[config.mk]
export PLATFORM = sky130hd
export DESIGN_NAME = mem_arbiter
export DESIGN_NICKNAME = d
export VERILOG_FILES = /design/src/rtl/cpu_types_pkg.sv /design/src/rtl/arb_timeout_ctr.sv /design/src/rtl/mem_arbiter.sv
export SDC_FILE = /design/constraint.sdc
export NUM_CORES = 1
export LEC_CHECK = 0
export ABC_AREA = 0
export CAP_MARGIN = 30
export CORE_ASPECT_RATIO = 1.5
export CORE_MARGIN = 5
export CORE_UTILIZATION = 36
export DETAILED_ROUTE_END_ITERATION = 12
export GPL_ROUTABILITY_DRIVEN = 0
export MAX_ROUTING_LAYER = met4
export PLACE_DENSITY = 0.86
export SYNTH_ARGS = -nofsm -noshare
export SYNTH_HDL_FRONTEND = slang
export SYNTH_SLANG_ARGS = --single-unit
[constraint.sdc]
create_clock -name CLK -period 3 [get_ports CLK]
set_input_delay 0.6 -clock CLK [delete_from_list [all_inputs] [get_ports CLK]]
set_output_delay 0.6 -clock CLK [all_outputs]
set_load 0.005 [all_outputs]
[src/rtl/cpu_types_pkg.sv]
// Shared CPU-side types: RAM handshake states, arbiter states and the abort word.
package cpu_types_pkg;

    typedef logic [31:0] word_t;

    typedef enum logic [1:0] {
        FREE   = 2'd0,
        BUSY   = 2'd1,
        ACCESS = 2'd2,
        ERROR  = 2'd3
    } ramstate_t;

    typedef enum logic [1:0] {
        IDLE  = 2'd0,
        DSERV = 2'd1,
        ISERV = 2'd2,
        RETRY = 2'd3
    } arb_state_t;

    localparam word_t ERR_WORD_DEFAULT = 32'hBAD1BAD1;

endpackage

[src/rtl/arb_timeout_ctr.sv]
// Saturating wait counter for the arbiter; expired_o holds once TIMEOUT_CYCLES is reached.
module arb_timeout_ctr #(
    parameter int TIMEOUT_CYCLES = 64
) (
    input  logic clk_i,
    input  logic rst_ni,
    input  logic clear_i,
    input  logic enable_i,
    output logic expired_o
);

    localparam int W = $clog2(TIMEOUT_CYCLES) + 1;

    logic [W-1:0] count_q;

    always_ff @(posedge clk_i or negedge rst_ni) begin
        if (!rst_ni) begin
            count_q <= '0;
        end else if (clear_i) begin
            count_q <= '0;
        end else if (enable_i && !expired_o) begin
            count_q <= count_q + 1'b1;
        end
    end

    assign expired_o = (count_q == W'(TIMEOUT_CYCLES));

endmodule

[src/rtl/mem_arbiter.sv]
// Serialises instruction fetch and data load/store onto one RAM port, data first.
// Optional abort-on-timeout is built when MEM_ARBITER_TIMEOUT_EN is defined.
module mem_arbiter
    import cpu_types_pkg::*;
#(
    parameter int          TIMEOUT_CYCLES = 64,
    parameter logic [31:0] ERR_WORD       = ERR_WORD_DEFAULT
) (
    input  logic        CLK,
    input  logic        nRST,
    input  logic        iREN,
    input  logic [31:0] iaddr,
    output logic        iwait,
    output logic [31:0] iload,
    input  logic        dREN,
    input  logic        dWEN,
    input  logic [31:0] daddr,
    input  logic [31:0] dstore,
    output logic        dwait,
    output logic [31:0] dload,
    output logic        ramREN,
    output logic        ramWEN,
    output logic [31:0] ramaddr,
    output logic [31:0] ramstore,
    input  logic [31:0] ramload,
    input  logic [1:0]  ramstate,
    output logic        arb_err
);

    arb_state_t  state_q;
    logic [31:0] addr_q;
    logic [31:0] store_q;
    logic        wr_q;
    logic        is_data_q;
    logic        ren_q;
    logic        wen_q;

    logic        serving;
    logic        access_hit;
    logic        timeout_hit;
    logic        done;
    logic [31:0] resp_word;

    assign serving    = (state_q == DSERV) || (state_q == ISERV);
    assign access_hit = serving && (ramstate == ACCESS);

`ifdef MEM_ARBITER_TIMEOUT_EN
    logic expired;

    // The count survives RETRY so a flaky RAM cannot extend the deadline.
    arb_timeout_ctr #(
        .TIMEOUT_CYCLES(TIMEOUT_CYCLES)
    ) u_timeout_ctr (
        .clk_i    (CLK),
        .rst_ni   (nRST),
        .clear_i  (state_q == IDLE),
        .enable_i ((state_q == RETRY) || (serving && (ramstate != ACCESS))),
        .expired_o(expired)
    );

    assign timeout_hit = serving && !access_hit && expired;
`else
    logic unused_cfg;
    assign unused_cfg  = (TIMEOUT_CYCLES > 0);
    assign timeout_hit = 1'b0;
`endif

    assign done = access_hit || timeout_hit;

    always_ff @(posedge CLK or negedge nRST) begin
        if (!nRST) begin
            state_q   <= IDLE;
            addr_q    <= '0;
            store_q   <= '0;
            wr_q      <= 1'b0;
            is_data_q <= 1'b0;
            ren_q     <= 1'b0;
            wen_q     <= 1'b0;
        end else begin
            case (state_q)
                IDLE: begin
                    if (dREN || dWEN) begin
                        state_q   <= DSERV;
                        addr_q    <= daddr;
                        store_q   <= dstore;
                        wr_q      <= dWEN;
                        is_data_q <= 1'b1;
                        ren_q     <= !dWEN;
                        wen_q     <= dWEN;
                    end else if (iREN) begin
                        state_q   <= ISERV;
                        addr_q    <= iaddr;
                        wr_q      <= 1'b0;
                        is_data_q <= 1'b0;
                        ren_q     <= 1'b1;
                        wen_q     <= 1'b0;
                    end
                end
                DSERV, ISERV: begin
                    if (done) begin
                        state_q <= IDLE;
                        ren_q   <= 1'b0;
                        wen_q   <= 1'b0;
                    end else if (ramstate == ERROR) begin
                        state_q <= RETRY;
                        ren_q   <= 1'b0;
                        wen_q   <= 1'b0;
                    end
                end
                RETRY: begin
                    state_q <= is_data_q ? DSERV : ISERV;
                    ren_q   <= !(is_data_q && wr_q);
                    wen_q   <= is_data_q && wr_q;
                end
                default: begin
                    state_q <= IDLE;
                    ren_q   <= 1'b0;
                    wen_q   <= 1'b0;
                end
            endcase
        end
    end

    assign ramREN   = ren_q;
    assign ramWEN   = wen_q;
    assign ramaddr  = addr_q;
    assign ramstore = store_q;

    // Completion data is a same-cycle pass-through of ramload; writes return zero.
    assign resp_word = timeout_hit ? ERR_WORD : (wr_q ? 32'h0 : ramload);

    assign dwait   = !(done && is_data_q);
    assign iwait   = !(done && !is_data_q);
    assign dload   = (done && is_data_q)  ? resp_word : 32'h0;
    assign iload   = (done && !is_data_q) ? resp_word : 32'h0;
    assign arb_err = timeout_hit;

endmodule

==> results.yml <==
place:
  hpwlAfterDp_um: 9880
  port-buffer-count: 266
  dpl.cell_count: 719
  dpl_cell_area_um2: 6280
layout:
  fill_cells: 721
  final_layout_size_suffix_gt1_share_pct: 4.68
  area_growth_pct: 89.4
  fin_util_pct: 68.7
  fin_cells: 735
  final_common_cell: "clkdlybuf4s50_1"
  fin_area_um2: 6580
  n_antenna_cell: 0
  layout_common_cells: "265 x clkdlybuf4s50_1, 70 x nand2_1, 70 x dfrtp_1"
  nets: 752
die:
  io_pins: 268
  die_w_um: 90.2
  die_y_um: 130
  rows: 44
  initial_core_util_pct: 36.3
  core_um2: 9580
  die-area_um2: 11800
synth:
  syn_inst: 355
  synthesis.nets: 492
  synth_compound_area_share_pct: 7.13
  ys_warn_count: 0
  synth_cell_types: 27
  netlist_area_um2: 3470
  synth_top_family_by_area: "multiplexers"
  synth_top_area_share_pct: 50.4
  synthTopCellsByArea: "dfrtp_1 50%, mux2_1 11%, mux2i_1 9.5%, nand2_1 7.6%, nor2_1 7.0%"
  synth-xor-area-share_pct: 0
  synthSimpleGateAreaFrac_pct: 16.6
  syn_area_per_cell_um2: 9.78
  synthAdderAreaFrac_pct: 0.720
  yosysTopAreaCell: "dfrtp_1"
  synth_seq_cells: 70
  muxShareOfSynthArea_pct: 20.2
  seq_area_frac_synth_pct: 50.4
clock_network:
  clock_path_buffers: 2
  cts.sink_count: 70
  clkTransAtPathRegs_ns: 0.06
  root_buffer: "clkbuf_16"
  insertion_delay_ns: 0.32
  hold_buffers: 0
  cts_setup_buffers: 0
  cts_tree: "built"
  h-tree-depth: 3
  numCtsBuffers: 9
  ctsResizeCount: 0
global_route:
  antenna_found_initial: 0
  grt_pass1_wl_um: 17800
  grtUsageTotal_pct: 19.7
  grt_overflow: 0
  grt_pass1_vias: 3667
  grt_start_max_net_pins: 67
routing:
  vias: 3593
  drtPass1Iterations: 5
  wl_per_cell_um: 16.2
  viasPerCell: 4.89
  drc_errors: 0
  first_iter_violations: 95
  ant_nets: 0
  routed_wl_um: 11900
worst_setup_path:
  worstPathCellList: "clkdlybuf4s50_1, nor2b_1, nand3b_1, buf_12, nor2_1, clkdlybuf4s50_1"
  critPathMostFrequentCell: "clkdlybuf4s50_1"
  cpPeakStageDelay_ns: 0.52
  path_class: "input port to output pin"
  crit_buf_inv: 3
  end_kind: "output pin"
  path_max_fanout: 33
  required_ns: 2.40
  timing.rr.end: "ramWEN"
  critPathLaunchType: "input port"
  r2r_setup_slack_ns: 1.19
  critPathTopFamily: "buffers and inverters"
  reg2reg_from: "state_q[0]"
  r2r_cells: 5
  slowest_stage: "clkdlybuf4s50_1"
  cp.arrival_ns: 2.31
run:
  cap_viol_max_count: 0
timing:
  fmaxAchievable_mhz: 344
  fin_setup_tns_ns: 0
  slew_viol_final: 0
  tightestPinTransition_ns: 0.777
  post-route-period-util_pct: 96.9
  whs_ns: 0.352
  hold_viol_final: 0
  period_minus_slack_ns: 2.91
  rsz0062_at_grt: "no"
  setup_violations: 0
  fin_worst_skew_ns: 0.00451
  slew_headroom_pct: 48.2
pwr:
  p_leak_uw: 0.00272
  ir_drop_v: 0.000581
  power_density_nw_per_um2: 818
min_path:
  hold_path_class: "input port to asynchronous set/reset pin"
status:
  status: "completed"
[cell families (layout without fill, tap and decap cells)]
group	Yosys count	after routing
mux	66	66
buf+inv	31	296
flops	70	70
fa+ha+maj	2	2
simple gates	143	143
compound gates	42	42
other cells	1	1
[stage by stage]
| step | setup WS [ns] | total power (uW) |
|---|---|---|
| floorplan | 1.03 | 2790 |
| global placement | 0.175 | 4260 |
| detailed placement | 0.0993 | 4380 |
| CTS | 0.0879 | 5450 |
| global route | 0.0123 | 5740 |
| finish | 0.0932 | 5380 |
[where the power goes]
part	switching [uW]	internal, uW	leakage, uW
sequential	253	1420	0.000845
clock	384	662	0.000148
combinational	1120	1540	0.00173
total	1760	3620	0.00272
[worst register-to-register path: stages (launching register included)]
cell and delay (ns):
dfrtp_1 0.39, inv_1 0.08, ha_1 0.38, nor4b_4 0.35, nor2_1 0.16, mux2_1 0.32
[registers in the layout (all words and copies together) (netlist names)]
signal / cells
state_q: 2
ramWEN: 1
ramREN: 1
ramstore: 32
is_data_q: 1
ramaddr: 32
wr_q: 1
[how the worst max path moves through the flow]
stage                      startpoint        end  slack (ns)  cells past startpoint
after floorplan           ramstate[1]  iload[22]        1.03                      4
after global placement    ramstate[1]  dload[17]        0.18                      6
after detailed placement  ramstate[1]  iload[29]         0.1                      6
after CTS                 ramstate[1]   iload[6]        0.09                      6
after global routing      ramstate[1]  iload[26]        0.01                      6
final                     ramstate[1]  iload[29]        0.09                      6
[area by class of cell]
class / instances / area, um2 / area share (%)
clock buffer: 10 / 239 / 3.63
clock inverter: 6 / 61.3 / 0.932
inverter: 6 / 22.5 / 0.342
multi-input combinational: 254 / 1570 / 23.8
sequential: 70 / 1750 / 26.6
tap: 115 / 144 / 2.19
timing repair buffer: 274 / 2790 / 42.4
[Yosys cell counts, drive strengths merged]
master,count
dfrtp,70
nand2,70
nor2,66
o21ai,35
mux2,33
mux2i,33
buf,14
clkbuf,11
inv,6
nor2b,3
ha,2
nand3b,2
o31ai,2
a31o,1
a31oi,1
conb,1
nand3,1
nor4b,1
o21a,1
o221ai,1
o311a,1
[layer usage]
metal,routed length [um],GRT usage [%],up-vias
li1,-,-,1690
met1,4020,18.4,1688
met2,6560,37.4,186
met3,1020,5.59,29
met4,324,8.06,0
met5,0,-,-
No activity file was read; power rests on OpenSTA's default activity.
